[config.mk]
export PLATFORM = sky130hd
export DESIGN_NAME = mc_controller
export DESIGN_NICKNAME = d
export VERILOG_FILES = /design/src/rtl/mc_controller.sv
export SDC_FILE = /design/constraint.sdc
export NUM_CORES = 1
export LEC_CHECK = 0
export BUFFER_PORTS_ARGS = -buffer_cell sky130_fd_sc_hd__buf_2
export CAP_MARGIN = 20
export CELL_PAD_IN_SITES_DETAIL_PLACEMENT = 0
export CELL_PAD_IN_SITES_GLOBAL_PLACEMENT = 2
export CORE_MARGIN = 2
export CORE_UTILIZATION = 21
export DETAILED_ROUTE_END_ITERATION = 12
export GPL_ROUTABILITY_DRIVEN = 0
export PLACE_DENSITY = 0.86
export SKIP_CTS_REPAIR_TIMING = 1
export SLEW_MARGIN = 10
export SYNTH_ARGS = -nofsm -noshare
export SYNTH_HDL_FRONTEND = slang
export SYNTH_SLANG_ARGS = --single-unit
export TNS_END_PERCENT = 10
[constraint.sdc]
create_clock -name clk -period 2.25 [get_ports clk]
set_clock_uncertainty 0.15 [all_clocks]
set_input_delay 0.225 -clock clk [delete_from_list [all_inputs] [get_ports clk]]
set_output_delay 0.225 -clock clk [all_outputs]
set_load 0.02 [all_outputs]
[src/rtl/mc_controller.sv]
// Multicycle RV32I control unit: Moore sequencer plus ALU-op and immediate decoders
// feeding the shared-memory multicycle datapath.
module mc_controller #(
  parameter bit ILLEGAL_TRAP = 1'b1
) (
  input  logic       clk,
  input  logic       reset,
  input  logic [6:0] op,
  input  logic [2:0] funct3,
  input  logic       funct7b5,
  input  logic       Zero,
  output logic       PCWrite,
  output logic       AdrSrc,
  output logic       MemWrite,
  output logic       IRWrite,
  output logic [1:0] ResultSrc,
  output logic [1:0] ALUSrcA,
  output logic [1:0] ALUSrcB,
  output logic [2:0] ALUControl,
  output logic [1:0] ImmSrc,
  output logic       RegWrite,
  output logic       Illegal,
  output logic [3:0] State
);

  localparam int unsigned STATE_W = 4;

  typedef enum logic [STATE_W-1:0] {
    S_FETCH    = 4'd0,
    S_DECODE   = 4'd1,
    S_MEMADR   = 4'd2,
    S_MEMREAD  = 4'd3,
    S_MEMWB    = 4'd4,
    S_MEMWRITE = 4'd5,
    S_EXECUTER = 4'd6,
    S_EXECUTEI = 4'd7,
    S_ALUWB    = 4'd8,
    S_BEQ      = 4'd9,
    S_JAL      = 4'd10,
    S_HALT     = 4'd11
  } state_t;

  localparam logic [6:0] OP_LW  = 7'b0000011;
  localparam logic [6:0] OP_SW  = 7'b0100011;
  localparam logic [6:0] OP_R   = 7'b0110011;
  localparam logic [6:0] OP_I   = 7'b0010011;
  localparam logic [6:0] OP_BEQ = 7'b1100011;
  localparam logic [6:0] OP_JAL = 7'b1101111;

  localparam logic [1:0] ALUOP_ADD = 2'b00;
  localparam logic [1:0] ALUOP_SUB = 2'b01;
  localparam logic [1:0] ALUOP_FN  = 2'b10;

  localparam logic [2:0] ALU_ADD = 3'b000;
  localparam logic [2:0] ALU_SUB = 3'b001;
  localparam logic [2:0] ALU_AND = 3'b010;
  localparam logic [2:0] ALU_OR  = 3'b011;
  localparam logic [2:0] ALU_SLT = 3'b101;

  state_t     r_state;
  state_t     w_next;
  logic       w_legal;
  logic       w_pcupdate;
  logic       w_branch;
  logic       w_irwrite;
  logic       w_regwrite;
  logic       w_memwrite;
  logic [1:0] w_aluop;

  // Instruction legality, only meaningful while in DECODE
  always_comb begin
    w_legal = 1'b0;
    case (op)
      OP_LW, OP_SW, OP_JAL: w_legal = 1'b1;
      OP_R, OP_I:           w_legal = (funct3 == 3'b000) || (funct3 == 3'b010) ||
                                      (funct3 == 3'b110) || (funct3 == 3'b111);
      OP_BEQ:               w_legal = (funct3 == 3'b000);
      default:              w_legal = 1'b0;
    endcase
  end

  always_comb begin
    w_next = r_state;
    case (r_state)
      S_FETCH:  w_next = S_DECODE;
      S_DECODE: begin
        if (!w_legal) begin
          w_next = ILLEGAL_TRAP ? S_HALT : S_FETCH;
        end else begin
          case (op)
            OP_LW, OP_SW: w_next = S_MEMADR;
            OP_R:         w_next = S_EXECUTER;
            OP_I:         w_next = S_EXECUTEI;
            OP_BEQ:       w_next = S_BEQ;
            OP_JAL:       w_next = S_JAL;
            default:      w_next = S_FETCH;
          endcase
        end
      end
      S_MEMADR:   w_next = op[5] ? S_MEMWRITE : S_MEMREAD;
      S_MEMREAD:  w_next = S_MEMWB;
      S_MEMWB:    w_next = S_FETCH;
      S_MEMWRITE: w_next = S_FETCH;
      S_EXECUTER: w_next = S_ALUWB;
      S_EXECUTEI: w_next = S_ALUWB;
      S_ALUWB:    w_next = S_FETCH;
      S_BEQ:      w_next = S_FETCH;
      S_JAL:      w_next = S_ALUWB;
      S_HALT:     w_next = S_HALT;
      default:    w_next = S_FETCH;
    endcase
  end

  always_ff @(posedge clk) begin
    if (reset) begin
      r_state <= S_FETCH;
    end else begin
      r_state <= w_next;
    end
  end

  // Moore decode of the current state
  always_comb begin
    w_pcupdate = 1'b0;
    w_branch   = 1'b0;
    w_irwrite  = 1'b0;
    w_regwrite = 1'b0;
    w_memwrite = 1'b0;
    w_aluop    = ALUOP_ADD;
    AdrSrc     = 1'b0;
    ResultSrc  = 2'b00;
    ALUSrcA    = 2'b00;
    ALUSrcB    = 2'b00;
    Illegal    = 1'b0;
    case (r_state)
      S_FETCH: begin
        w_irwrite  = 1'b1;
        w_pcupdate = 1'b1;
        ALUSrcB    = 2'b10;
        ResultSrc  = 2'b10;
      end
      S_DECODE: begin
        ALUSrcA = 2'b01;
        ALUSrcB = 2'b01;
        Illegal = ~w_legal;
      end
      S_MEMADR: begin
        ALUSrcA = 2'b10;
        ALUSrcB = 2'b01;
      end
      S_MEMREAD:  AdrSrc = 1'b1;
      S_MEMWB: begin
        ResultSrc  = 2'b01;
        w_regwrite = 1'b1;
      end
      S_MEMWRITE: begin
        AdrSrc     = 1'b1;
        w_memwrite = 1'b1;
      end
      S_EXECUTER: begin
        ALUSrcA = 2'b10;
        w_aluop = ALUOP_FN;
      end
      S_EXECUTEI: begin
        ALUSrcA = 2'b10;
        ALUSrcB = 2'b01;
        w_aluop = ALUOP_FN;
      end
      S_ALUWB:    w_regwrite = 1'b1;
      S_BEQ: begin
        ALUSrcA  = 2'b10;
        w_aluop  = ALUOP_SUB;
        w_branch = 1'b1;
      end
      S_JAL: begin
        ALUSrcA    = 2'b01;
        ALUSrcB    = 2'b10;
        w_pcupdate = 1'b1;
      end
      S_HALT:     Illegal = 1'b1;
      default:    Illegal = 1'b0;
    endcase
  end

  // Reset masks every architectural write enable so an aborted instruction leaves no trace
  assign PCWrite  = ~reset & (w_pcupdate | (w_branch & Zero));
  assign IRWrite  = ~reset & w_irwrite;
  assign RegWrite = ~reset & w_regwrite;
  assign MemWrite = ~reset & w_memwrite;
  assign State    = r_state;

  // ALU-op decoder; op[5] separates register SUB from addi with a set imm bit
  always_comb begin
    ALUControl = ALU_ADD;
    case (w_aluop)
      ALUOP_ADD: ALUControl = ALU_ADD;
      ALUOP_SUB: ALUControl = ALU_SUB;
      ALUOP_FN: begin
        case (funct3)
          3'b000:  ALUControl = (op[5] & funct7b5) ? ALU_SUB : ALU_ADD;
          3'b010:  ALUControl = ALU_SLT;
          3'b110:  ALUControl = ALU_OR;
          3'b111:  ALUControl = ALU_AND;
          default: ALUControl = ALU_ADD;
        endcase
      end
      default:   ALUControl = ALU_ADD;
    endcase
  end

  always_comb begin
    case (op)
      OP_SW:   ImmSrc = 2'b01;
      OP_BEQ:  ImmSrc = 2'b10;
      OP_JAL:  ImmSrc = 2'b11;
      default: ImmSrc = 2'b00;
    endcase
  end

endmodule

==> parameters.txt <==
Parameter                              Value

Status
  Run status    finished clean

Timing
  Actual slew at the worst max-slew pin    0.372 ns
  Final TNS setup    0 ns
  Period utilization    92.0%
  RSZ-0062 raised after global routing    false
  Highest clock frequency the design can meet    483 MHz
  Relative slew margins    75.0%
  Number of pins exceeding their max-slew limit in the final report    0
  Final setup fails    0
  Minimum period implied by the final worst setup slack    2.07 ns
  Final hold violation count    0

Critical path
  Cell-by-cell trace of the critical path    inv_1, nor2_1, ha_1, nor3_1, buf_2
  Stage delay of the slowest cell on the critical path    0.49 ns
  Data arrival time of the critical path    1.70 ns
  Critical Path Sink Type    primary output
  Setup Crit Path Kind    reg2out
  Max stage delay cell, worst path    dfxtp_1
  Required time worst endpoint    1.88 ns
  Type of element launching the critical path    flip-flop
  Peak fanout along the critical path    9

Logic synthesis
  Proportion of synthesized flip-flops having asynchronous set or reset    0%
  Synthesized area    611 um^2
  Flip-flop cell with the highest count after synthesis    dfxtp_1
  Avg Synthesized Cell Area    6.64 um^2
  Synth cell types    35
  Synthesis Warnings    0
  Register bit count reported by yosys    4
  Number of nets produced by synthesis    108
  Mapped Cells    92
  Share of the yosys chip area belonging to registers    13.1%
  Number of synthesized flops with an enable pin    0

Floorplanning
  Initial Utilization    22.1%
  Area inside the core boundary    2760 um^2
  Total Die Area    3350 um^2
  Height of the die    57.9 um
  Io pins    35
  Row Count    19
  Die Wd    57.9 um

Route
  Detailed-route vias per instance    4.91
  Number of vias in the routed layout    771
  Remaining antenna violation count    0
  WL per Instance    11.5 um
  DRT Wirelength    1800 um
  DRT Pass-1 Iters    4
  Remaining DRCs    0
  Drt initial violations    24

CTS
  CTS Root Buffer Type    clkbuf_4
  Inserted Clock Buffers    3
  Clock transition at the registers of the reported paths    0.04 ns
  CTS Buffer Depth    2
  Worst-skew pair later-pin latency    0.24 ns
  Num Clock Sinks    4
  TritonCTS clock tree    done
  CTS H-tree lvls    1

Layout
  Flip-flop count of the largest register after layout    4
  # diodes    0
  Fill count    308
  Final Util    30.6%
  Post-route cell area    843 um^2
  Fraction of final layout cells sized beyond drive strength 1    34.1%
  Final Net Count    144
  Area growth from synthesis to final layout    38.1%

Power
  Power Dens Cells    1120 nW/um^2
  IR Drop Worst-Case VDD    0.503 mV
  Leakage Power    0.397 nW
  Total power of the final layout    0.944 mW

Placed design
  Half-perimeter wire length after detailed placement    1470 um
  Buffers on Ports    34
  Placement-stage cell area    821 um^2

GRT
  Global route total overflow    0
  Overall Global Routing Usage    10.6%
  Largest net degree at the start of global routing    17
  Vias in the first global route    650
  Global-route wire length before repair    2710 um
  Initial antenna violation count    0

Min path
  Path category of the worst min-delay check    in2reg

Job
  Count of max-cap constraint violations    0
-- power breakdown --
part	internal, mW	switching [mW]
Combinational	0.269	0.456
Clock	0.0597	0.0305
Sequential	0.0977	0.0316
-- metal layers --
metal  wire [um]  track usage (%)  up-vias
li1            -                -      404
met1         856             12.9      336
met2         764             16.7       27
met3         154             2.90        4
met4          28             5.98        0
met5           0                0        -
-- logic make-up (layout without fill, tap and decap cells) --
family	after synthesis	after routing	share of synthesized area, %
adder cells (fa/ha/maj)	2	2	4.10
buffers and inverters	13	47	8.40
AND/OR/NAND/NOR	48	48	43.4
XOR/XNOR	4	4	5.74
flip-flops	4	4	13.1
AO/OA/AOI/OAI	21	21	25.2
-- through the flow --
step                      hold slack [ns]  cells  setup WS (ns)
after detailed placement            0.377    154          0.306
after global placement              0.370    154          0.309
final                               0.134    157          0.180
after CTS                           0.124    157          0.174
after floorplan                     0.152     92        -0.0703
after global routing                0.152    157         0.0793
-- worst paths after layout --
| check | startpoint | to | slack [ns] | depth (start not counted) |
|---|---|---|---|---|
| max reg2reg | State[1] | State[3] | 0.60 | 5 |
| min reg2reg | State[2] | State[3] | 0.48 | 2 |
| min | reset | State[3] | 0.13 | 2 |
| max | State[1] | ALUControl[2] | 0.18 | 5 |
-- layout make-up --
type / count / area, um^2 / area share (%)
Inverter: 6 / 22.5 / 2.67
Tap cell: 31 / 38.8 / 4.60
Timing Repair Buffer: 38 / 200 / 23.7
Clock buffer: 3 / 22.5 / 2.67
Multi-Input combinational cell: 75 / 479 / 56.8
Sequential cell: 4 / 80.1 / 9.50
-- worst max-delay path: cells and delay by family (launching register included) --
kind / cells / cell delay (ns)
buf+inv: 2 / 0.34
fa+ha+maj: 1 / 0.28
simple gates: 2 / 0.35
flops: 1 / 0.49
-- cells in the mapped netlist (all sizes together), types with 2 or more instances --
library cell,number,area [um^2]
or3,2,12.5
nor3,6,30.0
o21ai,4,20.0
clkbuf,5,18.8
a21oi,4,20.0
dfxtp,4,80.1
a21boi,2,15.0
ha,2,25.0
nor4,4,25.0
xnor2,3,26.3
nor2,11,41.3
nand2,6,22.5
nand4,3,18.8
nor2b,4,25.0
buf,2,10.0
a211oi,4,30.0
inv,6,22.5
nand2b,4,25.0
-- layout by cell type (no fill, tap or decap), types with 2 or more instances in the layout --
cell / instances
nand2_1: 6
nor2_1: 11
nor4_1: 4
dfxtp_1: 4
a21boi_1: 2
nand4_1: 3
or3_1: 2
o21ai_0: 2
xnor2_1: 3
o21ai_1: 2
buf_2: 34
nand2b_1: 4
ha_1: 2
clkbuf_4: 3
nor3_1: 6
a21oi_1: 4
inv_1: 6
buf_4: 4
nor2b_1: 4
a211oi_1: 4
No activity file was read; power rests on OpenSTA's default activity.
